===== src/rtl/piano_pkg.sv =====
// Shared note table and types for the piano tone path.
package piano_pkg;

  localparam int N_NOTES = 8;

  typedef logic [16:0] half_t;
  typedef logic [N_NOTES-1:0][16:0] half_tbl_t;

  typedef enum logic [1:0] {IDLE, PLAY, RELEASE} tone_state_t;

  // Half-period lengths in clk cycles at 50 MHz, C4 (idx 0) .. C5 (idx 7).
  localparam half_tbl_t HALF_PERIOD = {
    17'd47778, 17'd50619, 17'd56818, 17'd63776,
    17'd71586, 17'd75843, 17'd85131, 17'd95556
  };

endpackage


===== src/rtl/key_prio_enc.sv =====
// Lowest-set-bit priority encoder: the lowest-index pressed key wins.
module key_prio_enc #(
  parameter int N  = 8,
  parameter int IW = 3
)(
  input  logic [N-1:0]  req,
  output logic [IW-1:0] idx,
  output logic          any
);

  always_comb begin
    idx = '0;
    for (int i = N - 1; i >= 0; i--)
      if (req[i]) idx = IW'(i);
  end

  assign any = |req;

endmodule


===== src/rtl/key_tone_gen.sv =====
// Keyboard-driven square-wave tone source: sync, priority pick, tone FSM, sample server.
module key_tone_gen
  import piano_pkg::*;
#(
  parameter int                          N_KEYS      = 8,
  parameter int                          SAMPLE_W    = 24,
  parameter logic signed [SAMPLE_W-1:0]  AMP         = 24'sd1048576,
  parameter int                          RELEASE_CYC = 2500000,
  parameter half_tbl_t                   HP_TABLE    = HALF_PERIOD
)(
  input  logic                         clk,
  input  logic                         reset,
  input  logic [N_KEYS-1:0]            keys,
  input  logic                         sample_req,
  output logic signed [SAMPLE_W-1:0]   sample,
  output logic                         sample_valid,
  output logic [2:0]                   key_idx,
  output logic                         tone_on
);

  localparam int RW = $clog2(RELEASE_CYC + 1);

  logic [N_KEYS-1:0] ks1, ks;
  logic [2:0]        win;
  logic              any;
  tone_state_t       state;
  half_t             hp_cnt;
  logic [RW-1:0]     rel_cnt;
  logic              phase;

  key_prio_enc #(.N(N_KEYS), .IW(3)) u_enc (
    .req (ks),
    .idx (win),
    .any (any)
  );

  always_ff @(posedge clk) begin
    if (reset) begin
      ks1          <= '0;
      ks           <= '0;
      state        <= IDLE;
      hp_cnt       <= '0;
      rel_cnt      <= '0;
      phase        <= 1'b0;
      key_idx      <= '0;
      tone_on      <= 1'b0;
      sample       <= '0;
      sample_valid <= 1'b0;
    end else begin
      ks1          <= keys;
      ks           <= ks1;
      sample_valid <= sample_req;
      if (sample_req)
        sample <= !tone_on ? '0 : (phase ? AMP : -AMP);

      case (state)
        IDLE: if (any) begin
          state   <= PLAY;
          key_idx <= win;
          phase   <= 1'b1;
          hp_cnt  <= HP_TABLE[win] - 17'd1;
          tone_on <= 1'b1;
        end
        PLAY, RELEASE: begin
          // A key change restarts the half period and takes priority over a toggle.
          if (any && win != key_idx) begin
            key_idx <= win;
            hp_cnt  <= HP_TABLE[win] - 17'd1;
          end else if (hp_cnt == '0) begin
            phase  <= ~phase;
            hp_cnt <= HP_TABLE[key_idx] - 17'd1;
          end else begin
            hp_cnt <= hp_cnt - 17'd1;
          end

          if (any) begin
            state <= PLAY;
          end else if (state == PLAY) begin
            state   <= RELEASE;
            rel_cnt <= RW'(RELEASE_CYC - 1);
          end else if (rel_cnt == '0) begin
            state   <= IDLE;
            tone_on <= 1'b0;
            phase   <= 1'b0;
            hp_cnt  <= '0;
          end else begin
            rel_cnt <= rel_cnt - 1'b1;
          end
        end
        default: state <= IDLE;
      endcase
    end
  end

endmodule


===== config.mk =====
export PLATFORM = sky130hd
export DESIGN_NAME = key_tone_gen
export DESIGN_NICKNAME = d
export VERILOG_FILES = /design/src/rtl/piano_pkg.sv /design/src/rtl/key_prio_enc.sv /design/src/rtl/key_tone_gen.sv
export SDC_FILE = /design/constraint.sdc
export NUM_CORES = 1
export LEC_CHECK = 0
export CORE_ASPECT_RATIO = 0.6
export CORE_MARGIN = 2
export CORE_UTILIZATION = 35
export DETAILED_ROUTE_END_ITERATION = 8
export GPL_TIMING_DRIVEN = 0
export MAX_ROUTING_LAYER = met4
export PLACE_DENSITY = 0.56
export SETUP_SLACK_MARGIN = 0.15
export SYNTH_ARGS = -nofsm -noshare
export SYNTH_HDL_FRONTEND = slang
export SYNTH_SLANG_ARGS = --single-unit

===== constraint.sdc =====
create_clock -name clk -period 3.35 [get_ports clk]
set_input_delay 0.335 -clock clk [delete_from_list [all_inputs] [get_ports clk]]
set_output_delay 0.335 -clock clk [all_outputs]
set_load 0.01 [all_outputs]

==> out/qor.yml, run 1 <==
status:
  outcome: "complete, but fails checks"
  violations: "setup timing"
sta:
  tightest_slew_ns: 0.824
  skew_ns: 0.0113
  timing.hold.ws_ns: 0.436
  period_share: 1.01
  grt_setup_unrepaired: "yes"
  relSlewSlack: 0.445
  period_needed_ns: 3.40
  setup_viol: 2
  maxSlewViolCount: 0
  fin_ws_ns: -0.0495
  max_freq_mhz: 294
  hold_violations: 0
synthesis:
  synth_seq_cells: 82
  yosys.area_share.simple: 0.257
  seq_area_frac_synth: 0.338
  synth_fa_ha_area_frac: 0.0463
  synthMuxAreaShare: 0.0165
  synth_compound_area_frac: 0.219
  synth_cells: 589
  async_reset_ff_frac: 0
  synth.distinct_cells: 75
  yosysMostFrequentCell: "dfxtp_1"
  synth_common_cells: "dfxtp_1 (82), nor2_1 (63), a21oi_1 (47), nand2_1 (47), nor3_1 (28)"
  synthTopCellsByArea: "dfxtp_1 (34%), nor2_1 (4.9%), a21oi_1 (4.8%)"
  synth_edf_count: 0
  synth_ff_type: "dfxtp_1"
  postSynthAreaPerCell_um2: 8.25
  synth_top_area_cell: "dfxtp_1"
  synth_xor_area_frac: 0.0486
  synth_top_family_by_area: "simple AND/OR/NAND/NOR gates"
  yosys_warnings: 0
  synth_area_um2: 4860
  yosys.area.top_type_share: 0.338
floorplan:
  start_util: 0.357
  fp.coreArea_um2: 13600
  rows: 33
  ios: 40
  die_area_um2: 14900
  die-height_um: 95.3
  chipWidth_um: 156
clock_network:
  cts_hold_buf: 0
  insertion_delay_ns: 0.35
  cts_made_buffers: 9
  clockBufferDepth: 2
  cts_tree: "built"
  clock-sinks: 82
  clkSlewWorstSetupHoldPaths_ns: 0.07
  cts.htree.levels: 3
  cts_root_buffer: "clkbuf_16"
route:
  drtPass1Iterations: 5
  routed_via_density: 5.48
  highest_layer: "met4"
  wl_per_cell_um: 17.2
  wl_met3_um: 1250
  wl_met2_um: 5580
  drc_errors: 0
  routed_wl_um: 14500
  met1Wirelength_um: 7560
  drtAntennaViolNets: 0
  drtIter0Drc: 418
  vias: 4618
place:
  dp_cells: 802
  place.gp.congestion: 1.00
  placed_cell_area_um2: 5380
  post-dp-hpwl_um: 10700
  port_buffers: 19
setup_path:
  critPathBufInv: 2
  cp.required_ns: 3.57
  crit_path_start: "hp_cnt[11]"
  cpLargestDelayFamily: "simple AND/OR/NAND/NOR gates"
  crit_path_end_kind: "flop"
  cp.arrival_ns: 3.62
  slowest_stage: "or4b_4"
  crit_path_cell_trace: "or4_4 > buf_8 > or4_4 > nor2_8 > buf_8 > a21oi_4 > ha_4 > or4b_4 > or3_4 > a211o_1 > a211o_4 > nor4b_4 > mux2i_1 > a211oi_2"
  cp_slowest_stage_delay_ns: 0.47
  cp-start-kind: "flop"
  worstPathMaxFanout: 4
  criticalPathCategory: "flop to flop"
  reg2reg_from: "hp_cnt[11]"
cells_and_area:
  utilization: 0.450
  design_area_um2: 6130
  area_growth_syn_to_layout_pct: 26.0
  final_nets: 692
  drive_above_1_share: 0.220
  fillers: 1351
  diodes: 0
  instances_no_fill: 843
power:
  p_switching_w: 0.00158
  pwr_density_cell_nw_per_um2: 656
  ir_drop_mv: 0.321
  power_frac_comb: 0.414
  power_frac_seq: 0.335
  p_sw_frac: 0.393
  total_power_w: 0.00402
  p_int_w: 0.00244
  p_leak_nw: 2.45
  p_clk_frac: 0.250
worst_hold_path:
  hp-class: "flop to flop"
  worstHoldStart: "ks1[6]"
grt:
  grt_pass1_wl_um: 22900
  grt-ovfl-total: 0
  antenna_found_initial: 0
  track_usage: 0.207
  grt_pass1_vias: 4106
  grt_max_degree: 19
flow_run:
  maxCapViolCount: 0
layout by cell type, fill, tap and decap left out, drive strengths merged, types with 13 or more instances in the layout:
master and count:
buf 58, clkbuf 22, a211oi 13, ha 18, nor2b 19, nor3 28, xnor2 15, conb 20
a21oi 47, nand2 47, o21ai 22, dfxtp 82, clkdlybuf4s50 19, inv 22, or3 13, nor2 64
power by group through the flow:
stage | logic (W) | clock network, W | registers (W)
after floorplan | 0.00109 | 0 | 0.00129
after global placement | 0.00138 | 0 | 0.00134
after detailed placement | 0.00140 | 0 | 0.00135
after CTS | 0.00152 | 0.00103 | 0.00134
after global routing | 0.00183 | 0.00108 | 0.00137
final | 0.00167 | 0.00101 | 0.00135
worst register-to-register path, cell delays in order (launching register included):
cell      delay [ns]
dfxtp_2         0.35
or4_4           0.13
buf_8           0.08
or4_4           0.15
nor2_8          0.05
buf_8           0.13
a21oi_4         0.17
ha_4            0.18
or4b_4          0.47
or3_4           0.35
a211o_1         0.28
a211o_4         0.32
nor4b_4         0.30
mux2i_1         0.24
a211oi_2        0.09
timing repair:
item | 4_1_cts | 5_1_grt
pin swaps | 10 | 18
cloned | 0 | 0
gates resized for setup | 36 | 44
setup buffers | 13 | 13
setup endpoints to repair | 6 | 41
metal layers:
| layer | global-route usage | up-vias |
|---|---|---|
| li1 | - | 2254 |
| met1 | 0.317 | 2177 |
| met2 | 0.271 | 178 |
| met3 | 0.0514 | 9 |
| met4 | 0.0344 | 0 |
| met5 | - | - |
layout make-up:
type	count	area, um^2	share of cell area
Sequential cell	82	1700	0.277
Tap cell	175	219	0.0357
Clock inverter	7	76.3	0.0125
Clock buffer	9	225	0.0368
Multi-Input combinational cell	461	3130	0.511
Timing Repair Buffer	45	385	0.0629
Inverter	18	67.6	0.0110
Buffer	46	328	0.0535
per-stage QoR:
| stage | setup slack (ns) | setup TNS (ns) |
|---|---|---|
| floorplan | -0.0178 | -0.0178 |
| global placement | -0.520 | -1.79 |
| detailed placement | -0.456 | -1.73 |
| global route | -0.133 | -0.219 |
| CTS | -0.0464 | -0.0464 |
| finish | -0.0495 | -0.0578 |
final timing paths:
kind	endpoint	slack, ns	depth (start not counted)
setup / recovery	hp_cnt[16]	-0.05	14
hold / removal	ks[6]	0.44	1
setup reg to reg	hp_cnt[16]	-0.05	14
hold reg to reg	ks[6]	0.44	1
cell families after synthesis:
| logic type | Yosys count |
|---|---|
| AO/OA/AOI/OAI | 154 |
| XOR/XNOR | 27 |
| adder cells (fa/ha/maj) | 18 |
| buffers and inverters | 65 |
| flip-flops | 82 |
| multiplexers | 8 |
| other | 1 |
| AND/OR/NAND/NOR | 234 |
No activity file was read; power rests on OpenSTA's default activity.
==> run 2, diff against run 1 <==
TNS_END_PERCENT = 100   (was default)
==> results of run 2 <==
Same layout as run 1: the final DEF is identical, and so are final timing and power.
